<file path="config.mk">
export PLATFORM = sky130hd
export DESIGN_NAME = ac_climate_ctrl_flat
export DESIGN_NICKNAME = d
export VERILOG_FILES = /design/src/rtl/ac_climate_ctrl_if.sv /design/src/rtl/ac_climate_ctrl.sv /design/src/flat_wrapper.sv
export SDC_FILE = /design/constraint.sdc
export NUM_CORES = 1
export LEC_CHECK = 0
export ABC_CLOCK_PERIOD_IN_PS = 3550
export CORE_MARGIN = 5
export CORE_UTILIZATION = 40
export DETAILED_ROUTE_END_ITERATION = 8
export PLACE_DENSITY_LB_ADDON = 0.12
export SYNTH_ARGS = -nofsm -noshare
export SYNTH_HDL_FRONTEND = slang
export SYNTH_SLANG_ARGS = --single-unit
export TNS_END_PERCENT = 100
</file>
<file path="constraint.sdc">
create_clock -name clk_2 -period 3.55 [get_ports clk_2]
set_clock_uncertainty 0.15 [all_clocks]
set_input_delay 0.355 -clock clk_2 [delete_from_list [all_inputs] [get_ports clk_2]]
set_output_delay 0.355 -clock clk_2 [all_outputs]
set_load 0.01 [all_outputs]
</file>
<file path="src/rtl/ac_climate_ctrl_if.sv">
// rtl/ac_climate_ctrl_if.sv - setpoint controls and temperature/status outputs of the climate controller
interface ac_climate_ctrl_if #(
   parameter int TEMP_W = 3
);
   logic              inc;
   logic              dec;
   logic              set_valid;
   logic [TEMP_W-1:0] set_value;
   logic [TEMP_W-1:0] temp_target;
   logic [TEMP_W-1:0] temp_actual;
   logic              heating;
   logic              cooling;
   logic              at_target;
   logic              drip;

   modport master (
      output inc, dec, set_valid, set_value,
      input  temp_target, temp_actual, heating, cooling, at_target, drip
   );

   modport slave (
      input  inc, dec, set_valid, set_value,
      output temp_target, temp_actual, heating, cooling, at_target, drip
   );
endinterface

</file>
<file path="src/rtl/ac_climate_ctrl.sv">
// rtl/ac_climate_ctrl.sv - setpoint tracker stepping actual temperature toward target, with drip indicator
module ac_climate_ctrl #(
   parameter int TEMP_W      = 3,
   parameter int STEP_CYCLES = 2,
   parameter int DRIP_DELAY  = 10,
   parameter int DRIP_CLEAR  = 3
) (
   input  logic              clk_2,
   input  logic              reset_n,
   ac_climate_ctrl_if.slave  bus
);
   localparam int STEP_W = $clog2(STEP_CYCLES + 1);
   localparam int DRIP_W = $clog2(DRIP_DELAY + 1);
   localparam int CLR_W  = $clog2(DRIP_CLEAR + 1);

   localparam logic [TEMP_W-1:0] TEMP_MAX  = {TEMP_W{1'b1}};
   localparam logic [STEP_W-1:0] STEP_LAST = STEP_W'(STEP_CYCLES - 1);
   localparam logic [DRIP_W-1:0] DRIP_LIM  = DRIP_W'(DRIP_DELAY);
   localparam logic [DRIP_W-1:0] DRIP_LAST = DRIP_W'(DRIP_DELAY - 1);
   localparam logic [CLR_W-1:0]  CLR_LAST  = CLR_W'(DRIP_CLEAR - 1);

   typedef enum logic [1:0] {
      IDLE    = 2'd0,
      HEATING = 2'd1,
      COOLING = 2'd2
   } state_t;

   state_t              state_q;
   logic [TEMP_W-1:0]   target_q;
   logic [TEMP_W-1:0]   target_d;
   logic [TEMP_W-1:0]   actual_q;
   logic [STEP_W-1:0]   step_cnt_q;
   logic [DRIP_W-1:0]   drip_cnt_q;
   logic [CLR_W-1:0]    clear_cnt_q;
   logic                drip_q;
   logic                drip_done_q;
   logic                clear_cond;

   // Direct load beats inc/dec; opposing requests cancel; both ends saturate.
   always_comb begin
      target_d = target_q;
      if (bus.set_valid) begin
         target_d = bus.set_value;
      end else if (bus.inc && !bus.dec) begin
         if (target_q < TEMP_MAX) target_d = target_q + 1'b1;
      end else if (bus.dec && !bus.inc) begin
         if (target_q > '0) target_d = target_q - 1'b1;
      end
   end

   assign clear_cond = drip_q && (state_q == IDLE) && (actual_q == TEMP_MAX);

   always_ff @(posedge clk_2 or negedge reset_n) begin
      if (!reset_n) begin
         state_q     <= IDLE;
         target_q    <= '0;
         actual_q    <= '0;
         step_cnt_q  <= '0;
         drip_cnt_q  <= '0;
         clear_cnt_q <= '0;
         drip_q      <= 1'b0;
         drip_done_q <= 1'b0;
      end else begin
         target_q <= target_d;

         // The FSM deliberately compares against the pre-update setpoint.
         case (state_q)
            IDLE: begin
               if (target_q > actual_q) begin
                  state_q    <= HEATING;
                  step_cnt_q <= '0;
               end else if (target_q < actual_q) begin
                  state_q    <= COOLING;
                  step_cnt_q <= '0;
               end
            end
            HEATING: begin
               if (actual_q >= target_q) begin
                  state_q <= IDLE;
               end else if (step_cnt_q == STEP_LAST) begin
                  actual_q   <= actual_q + 1'b1;
                  step_cnt_q <= '0;
               end else begin
                  step_cnt_q <= step_cnt_q + 1'b1;
               end
            end
            COOLING: begin
               if (actual_q <= target_q) begin
                  state_q <= IDLE;
               end else if (step_cnt_q == STEP_LAST) begin
                  actual_q   <= actual_q - 1'b1;
                  step_cnt_q <= '0;
               end else begin
                  step_cnt_q <= step_cnt_q + 1'b1;
               end
            end
            default: state_q <= IDLE;
         endcase

         if (drip_cnt_q < DRIP_LIM) drip_cnt_q <= drip_cnt_q + 1'b1;
         if ((drip_cnt_q == DRIP_LAST) && !drip_done_q) drip_q <= 1'b1;

         // Placed after the assertion so a coincident clear takes precedence.
         if (clear_cond) begin
            clear_cnt_q <= clear_cnt_q + 1'b1;
            if (clear_cnt_q == CLR_LAST) begin
               drip_q      <= 1'b0;
               drip_done_q <= 1'b1;
            end
         end else begin
            clear_cnt_q <= '0;
         end
      end
   end

   assign bus.temp_target = target_q;
   assign bus.temp_actual = actual_q;
   assign bus.heating     = (state_q == HEATING);
   assign bus.cooling     = (state_q == COOLING);
   assign bus.at_target   = (state_q == IDLE) && (actual_q == target_q);
   assign bus.drip        = drip_q;
endmodule

</file>
<file path="src/flat_wrapper.sv">
// flat-port wrapper written by rule: the top's interface ports become plain ports
module ac_climate_ctrl_flat 
#(
   parameter int TEMP_W      = 3,
   parameter int STEP_CYCLES = 2,
   parameter int DRIP_DELAY  = 10,
   parameter int DRIP_CLEAR  = 3
)
  (clk_2, reset_n, bus_inc, bus_dec, bus_set_valid, bus_set_value, bus_temp_target, bus_temp_actual, bus_heating, bus_cooling, bus_at_target, bus_drip);
  ac_climate_ctrl_if #(.TEMP_W(TEMP_W)) bus_i ();
  input  logic clk_2;
  input  logic reset_n;
  input wire logic [$bits(bus_i.inc)-1:0] bus_inc;
  input wire logic [$bits(bus_i.dec)-1:0] bus_dec;
  input wire logic [$bits(bus_i.set_valid)-1:0] bus_set_valid;
  input wire logic [$bits(bus_i.set_value)-1:0] bus_set_value;
  output wire logic [$bits(bus_i.temp_target)-1:0] bus_temp_target;
  output wire logic [$bits(bus_i.temp_actual)-1:0] bus_temp_actual;
  output wire logic [$bits(bus_i.heating)-1:0] bus_heating;
  output wire logic [$bits(bus_i.cooling)-1:0] bus_cooling;
  output wire logic [$bits(bus_i.at_target)-1:0] bus_at_target;
  output wire logic [$bits(bus_i.drip)-1:0] bus_drip;
  assign bus_i.inc = bus_inc;
  assign bus_i.dec = bus_dec;
  assign bus_i.set_valid = bus_set_valid;
  assign bus_i.set_value = bus_set_value;
  assign bus_temp_target = bus_i.temp_target;
  assign bus_temp_actual = bus_i.temp_actual;
  assign bus_heating = bus_i.heating;
  assign bus_cooling = bus_i.cooling;
  assign bus_at_target = bus_i.at_target;
  assign bus_drip = bus_i.drip;
  ac_climate_ctrl #(.TEMP_W(TEMP_W), .STEP_CYCLES(STEP_CYCLES), .DRIP_DELAY(DRIP_DELAY), .DRIP_CLEAR(DRIP_CLEAR)) u_core (.clk_2(clk_2), .reset_n(reset_n), .bus(bus_i));
endmodule
</file>
==> results of run 1 <==
[metal layers]
metal / global-route usage [%] / share of wire, % / wire length [µm] / up-vias
met4: 1.82 / 0 / 0 / 0
met3: 2.80 / 4.6 / 98 / 0
met5: 0 / 0 / 0 / -
met1: 13.9 / 48 / 1030 / 444
li1: - / - / - / 459
met2: 18.1 / 47 / 1010 / 15
[path summary, 6_finish.rpt]
check	from	to	slack (ns)	cells after the start
setup / recovery	u_core.bus.temp_target[2]$_DFFE_PN0P_	bus_at_target	0.95	4
hold / removal	u_core.clear_cnt_q[0]$_DFF_PN0_	u_core.clear_cnt_q[0]$_DFF_PN0_	0.28	1
setup reg to reg	u_core.bus.temp_actual[2]$_DFFE_PN0P_	u_core.bus.temp_actual[1]$_DFFE_PN0P_	1.32	6
hold reg to reg	u_core.clear_cnt_q[0]$_DFF_PN0_	u_core.clear_cnt_q[0]$_DFF_PN0_	0.28	1
max in group asynchronous	reset_n	u_core.bus.temp_target[0]$_DFFE_PN0P_	2.39	1
min in group asynchronous	reset_n	u_core.clear_cnt_q[0]$_DFF_PN0_	0.36	1
[cell usage after synthesis, drive strengths merged, types with 2 or more instances]
library cell / number
inv: 13
mux2i: 3
nand3: 5
a221oi: 2
fa: 2
dfrtp: 18
o211ai: 2
nand3b: 2
nor2: 7
nand4: 2
a21oi: 7
nand2: 7
nor2b: 4
a31oi: 2
a21o: 2
nor3: 2
xnor2: 3
ha: 10
o21ai: 5
buf: 2
[state kept, by name (all words and copies together), names as in the netlist]
register and cells:
u_core.clear_cnt_q 2, u_core.step_cnt_q 2, u_core.bus.drip 1, u_core.bus.temp_target 3, u_core.state_q 2, u_core.drip_cnt_q 4, u_core.drip_done_q 1, u_core.bus.temp_actual 3
[final cells by class]
type | instances | area share [%]
Tap cell | 31 | 2.81
Clock buffer | 4 | 2.63
Timing Repair Buffer | 17 | 12.3
Sequential cell | 18 | 32.6
Multi-Input combinational cell | 84 | 46.1
Inverter | 13 | 3.53
[per-stage QoR]
step,worst slack [ns],util (%)
6_report,0.951,50.1
5_1_grt,0.811,50.1
4_1_cts,0.938,50.1
3_5_place_dp,1.21,48.8
3_3_place_gp,1.30,48.8
2_1_floorplan,1.37,-
[power by group through the flow]
stage / logic [mW] / clock network, mW / registers [mW]
CTS: 0.588 / 0.129 / 0.299
floorplan: 0.424 / 0 / 0.302
detailed placement: 0.587 / 0 / 0.302
global placement: 0.568 / 0 / 0.300
finish: 0.583 / 0.125 / 0.299
global route: 0.651 / 0.138 / 0.305
[cells by family (layout without fill, tap and decap cells)]
family                     count (synthesis)  in the layout  share of synthesized area, %
and+or+nand+nor                           35             35                          16.2
muxes                                      3              3                          2.60
xor gates and xnor gates                   4              4                          3.03
buffers and inverters                     16             34                          5.95
adders and majority gates                 12             12                          14.3
AOI/OAI and AO/OA                         30             30                          18.9
DFF                                       18             18                          39.0
==> impl_results.md, run 1 <==
- I/O pin count: 18
- Layout cell share with drive strength beyond 1: 6.62%
- CTS tree: yes
- Clock power frac: 12.4%
- Die X: 63.8 µm
- Switch Pwr: 423 µW
- Gr ovfl total: 0
- FILL cells: 263
- Synth area leaders: dfrtp_1 39%, ha_1 11%, inv_1 4.2%, fa_1 3.5%, a21oi_1 2.6%
- Final hold violation count: 0
- Critical path peak fanout: 7
- PortBufs: 17
- Fraction of registers with async set/reset: 100%
- Commonest non-fill, non-tap cells in the layout: 18 x dfrtp_1, 17 x clkdlybuf4s50_1, 13 x inv_1, 10 x ha_1
- Period utilisation layout: 73.2%
- Routed WL per cell: 12.8 µm
- Syn_area_per_cell: 9.80 µm²
- Startpoint types: flop
- Max-Cap Viols: 0
- Post-DP HPWL: 1.72 mm
- Post-route cell area: 1380 µm²
- Vias in the first global route: 880
- Top cell type's share of synthesized area: 39.0%
- Combinational share of power: 57.9%
- Setup-failing EPs final: 0
- Net Sw Frac: 42.0%
- Post-synthesis register bit count: 18
- CP Cell Sequence: ha_1 > nand3_1 > nor2_1 > clkdlybuf4s50_1
- Nets: 157
- PostCTS Resize Cnt: 0
- First-pass GRT wire length: 3.66 mm
- Lkg Pwr: 0.643 nW
- DIE AREA: 4070 µm²
- Hold Crit Class: flop to flop
- Maximum vdd drop: 0.000357 V
- Post-layout min period: 2.60 ns
- Worst skew pair latency: 0.29 ns
- Power Total: 1.01 mW
- Most common cell after layout, fill and taps aside: dfrtp_1
- Post-CTS setup buffer count: 0
- RSZ-0062 raised after global routing: no
- Root Buffer: clkbuf_4
- Detail Route Antenna Nets: 0
- Reg power frac: 29.7%
- Fin cells: 167
- Number of enable flip-flop cells after synthesis: 0
- Kind of critical path: flop to output port
- Pins over their slew limit: 0
- Slew @ Worst Pin: 0.790 ns
- DRT iter0 DRCs: 21
- Clock buffer depth: 2
- Hold-fix buffers, CTS: 0
- DRC violations left: 0
- DIE HEIGHT: 63.8 µm
- P&R area growth vs syn: 19.5%
- Crit-path max cell delay: 0.54 ns
- Vias/cell: 5.50
- Setup TNS: 0 ns
- CP arrival: 2.09 ns
- Initial Util: 41.9%
- Buffers plus inverters on the worst setup path: 1
- Pwr per Cell Area: 729 nW/µm²
- Worst path slowest cell: clkdlybuf4s50_1
- Critical Path RT: 3.04 ns
- Core Area: 2760 µm²
- Dpl cell area: 1350 µm²
- Cell Area, Synth: 1160 µm²
- Area of the multi-input gates: 637 µm²
- Pre-Repair DR Iteration Count: 4
- Dominant cell type by area after synthesis: dfrtp_1
- Int Pwr: 584 µW
- FP Rows: 19
- Initial antenna violation count: 0
- Yosys warnings: 0
- TritonCTS Buffers: 3
- Total GRT Usage: 10.7%
- Worst setup EP type: output port
- Via count: 918
- Routability cong.: 0.773
- Placed cells: 163
- N_diodes: 0
- Worst path top cell family by delay: buffers and inverters
- Final wirelength: 2.14 mm
- H-tree depth: 1
- Main synth FF type: dfrtp_1
- Post-Synthesis Cells: 118
- Largest net degree at the start of global routing: 19
- Register Area: 450 µm²
- Register area share after synthesis: 39.0%
- Smallest hold slack: 0.278 ns
- CTS clock-pin slew for the worst setup and hold paths: 0.11 ns
- # clock sinks: 18
- Slew margin rel.: 47.2%
- Synth cell types: 42
- Outcome: finished, final reports clean
- Syn nets: 138
- F_max: 0.385 GHz
Note: power is estimated with default switching activity, not from simulation.
==> run 2: changes to the inputs <==
- ABC_CLOCK_PERIOD_IN_PS: 3550 -> 2250
- clock period: 3.55 -> 2.25 ns (I/O delays scaled with it)
==> run 2 against run 1 <==
Sequential share of layout area decreased by 2.0 points. Total power is 72% higher. Critical path depth is 1 lower. Non-clock buffer count increased by 8. Flip-flop and latch count unchanged. Routed wire length rose by 4.0%. Combinational power grew 85%. Worst hold slack got worse by 0.18 ns. Cell count grew 4.8%. Via count is 3.8% higher. Register-to-register slack got worse by 1.2 ns. Sequential power rose by 51%. Critical path type unchanged.
==> impl_results.md, run 2 (synthesis gave the netlist of run 1 again) <==
- Root Buffer: clkbuf_4
- Worst path top cell family by delay: buffers and inverters
- Max-Cap Viols: 0
- Combinational share of power: 62.5%
- Die X: 63.8 µm
- FILL cells: 261
- Routability cong.: 0.860
- DRT iter0 DRCs: 38
- Dpl cell area: 1390 µm²
- CTS tree: yes
- DIE AREA: 4070 µm²
- Via count: 953
- Buffers plus inverters on the worst setup path: 2
- Initial Util: 41.9%
- Maximum vdd drop: 0.000758 V
- FP Rows: 19
- Critical path peak fanout: 9
- Area of the multi-input gates: 664 µm²
- Core Area: 2760 µm²
- # clock sinks: 18
- Worst skew pair latency: 0.29 ns
- Post-DP HPWL: 1.79 mm
- Vias/cell: 5.45
- Pwr per Cell Area: 1170 nW/µm²
- CTS clock-pin slew for the worst setup and hold paths: 0.10 ns
- Total GRT Usage: 11.5%
- Pre-CTS WS: 0.0909 ns
- First-pass GRT wire length: 3.88 mm
- Pre-Repair DR Iteration Count: 4
- Hold Crit Class: input pin to asynchronous set/reset pin
- Commonest non-fill, non-tap cells in the layout: 18 x dfrtp_1, 16 x clkdlybuf4s50_1, 13 x inv_1, 8 x buf_4
- H-tree depth: 1
- P&R area growth vs syn: 27.3%
- Critical Path RT: 1.88 ns
- Post-route cell area: 1470 µm²
- Slew margin rel.: 71.5%
- Worst setup EP type: output port
- Final wirelength: 2.23 mm
- Pins over their slew limit: 0
- I/O pin count: 18
- Biggest register: u_core.drip_cnt_q
- Post-layout min period: 2.13 ns
- N_diodes: 0
- Net Sw Frac: 40.6%
- Kind of critical path: flop to output port
- Gr ovfl total: 0
- Detail Route Antenna Nets: 0
- Power Total: 1.73 mW
- Startpoint types: flop
- Register Area: 450 µm²
- DIE HEIGHT: 63.8 µm
- Setup-failing EPs final: 0
- F_max: 0.470 GHz
- Vias in the first global route: 919
- Setup TNS: 0 ns
- Worst path slowest cell: clkdlybuf4s50_1
- Period utilisation layout: 94.6%
- Routed WL per cell: 12.7 µm
- DRC violations left: 0
- PortBufs: 17
- Lkg Pwr: 0.699 nW
- TritonCTS Buffers: 3
- Initial antenna violation count: 0
- CP Cell Sequence: inv_1 > ha_1 > clkdlybuf4s50_1
- CP arrival: 1.75 ns
- Outcome: finished, final reports clean
- RSZ-0062 raised after global routing: no
- Slew @ Worst Pin: 0.427 ns
- Most common cell after layout, fill and taps aside: dfrtp_1
- Clock power frac: 11.4%
- Reg power frac: 26.1%
- Crit-path max cell delay: 0.60 ns
- Max reg flops: 4
- Clock buffer depth: 2
- Layout cell share with drive strength beyond 1: 13.9%
- Final hold violation count: 0
- Nets: 165
- Largest net degree at the start of global routing: 19
- Int Pwr: 1.03 mW
- Switch Pwr: 700 µW
- Final WS setup: 0.121 ns
run 2: cell count changes in the layout (fill, tap and decap cells not counted):
cell             change
ha_2                 +1
dlymetal6s2s_1       +1
ha_1                 -3
buf_4                +8
clkdlybuf4s50_1      -1
ha_4                 +2
run 2: path summary, 6_finish.rpt:
check / start / to / slack [ns] / cells past startpoint
max reg2reg: u_core.bus.temp_actual[1]$_DFFE_PN0P_ / u_core.bus.temp_actual[1]$_DFFE_PN0P_ / 0.14 / 6
min in group clk_2: u_core.clear_cnt_q[0]$_DFF_PN0_ / u_core.clear_cnt_q[0]$_DFF_PN0_ / 0.28 / 1
min reg2reg: u_core.clear_cnt_q[0]$_DFF_PN0_ / u_core.clear_cnt_q[0]$_DFF_PN0_ / 0.28 / 1
max: u_core.state_q[1]$_DFFE_PN0P_ / bus_heating / 0.12 / 3
min: reset_n / u_core.state_q[1]$_DFFE_PN0P_ / 0.09 / 2
max in group asynchronous: reset_n / u_core.step_cnt_q[0]$_DFFE_PN0P_ / 1.66 / 2
run 2: what timing repair did:
item                                    in CTS  in global routing
endpoints found under the setup margin       1                  1
gates resized for setup                      2                  2
setup buffers                                2                  0
hold buffers                                 0                  0
pin swaps                                    0                  0
hold endpoints to repair                     0                  0
run 2: final cells by class:
type / instances / share of cell area [%]
Sequential cell: 18 / 30.6
Multi-Input combinational cell: 84 / 45.2
Tap cell: 31 / 2.64
Inverter: 13 / 3.32
Clock buffer: 4 / 2.47
Timing Repair Buffer: 25 / 15.8
run 2: power groups by stage:
stage | Combinational [mW] | Sequential (mW) | Clock [mW]
after floorplan | 0.669 | 0.476 | 0
after global placement | 0.981 | 0.458 | 0
after detailed placement | 1.00 | 0.461 | 0
after CTS | 1.08 | 0.451 | 0.207
after global routing | 1.19 | 0.459 | 0.223
final | 1.08 | 0.451 | 0.197
run 2: stage by stage:
step,util [%],instances,hold WS [ns]
final,53.4,175,0.0930
after global routing,53.4,175,0.120
after CTS,53.2,175,0.0967
after detailed placement,50.4,169,0.269
after floorplan,-,118,-0.221
after global placement,50.4,169,0.267
run 2: metal layers:
| metal | GRT usage, % | part of all wire (%) |
|---|---|---|
| met1 | 14.2 | 46 |
| met2 | 18.9 | 47 |
| met3 | 5.25 | 6.7 |
| met4 | 1.56 | 0.22 |
| met5 | 0 | 0 |
==> run 3: changes to the inputs <==
- SLEW_MARGIN: default -> 10
==> results of run 3 <==
The final DEF is identical to that of run 2; final timing and power are the same.
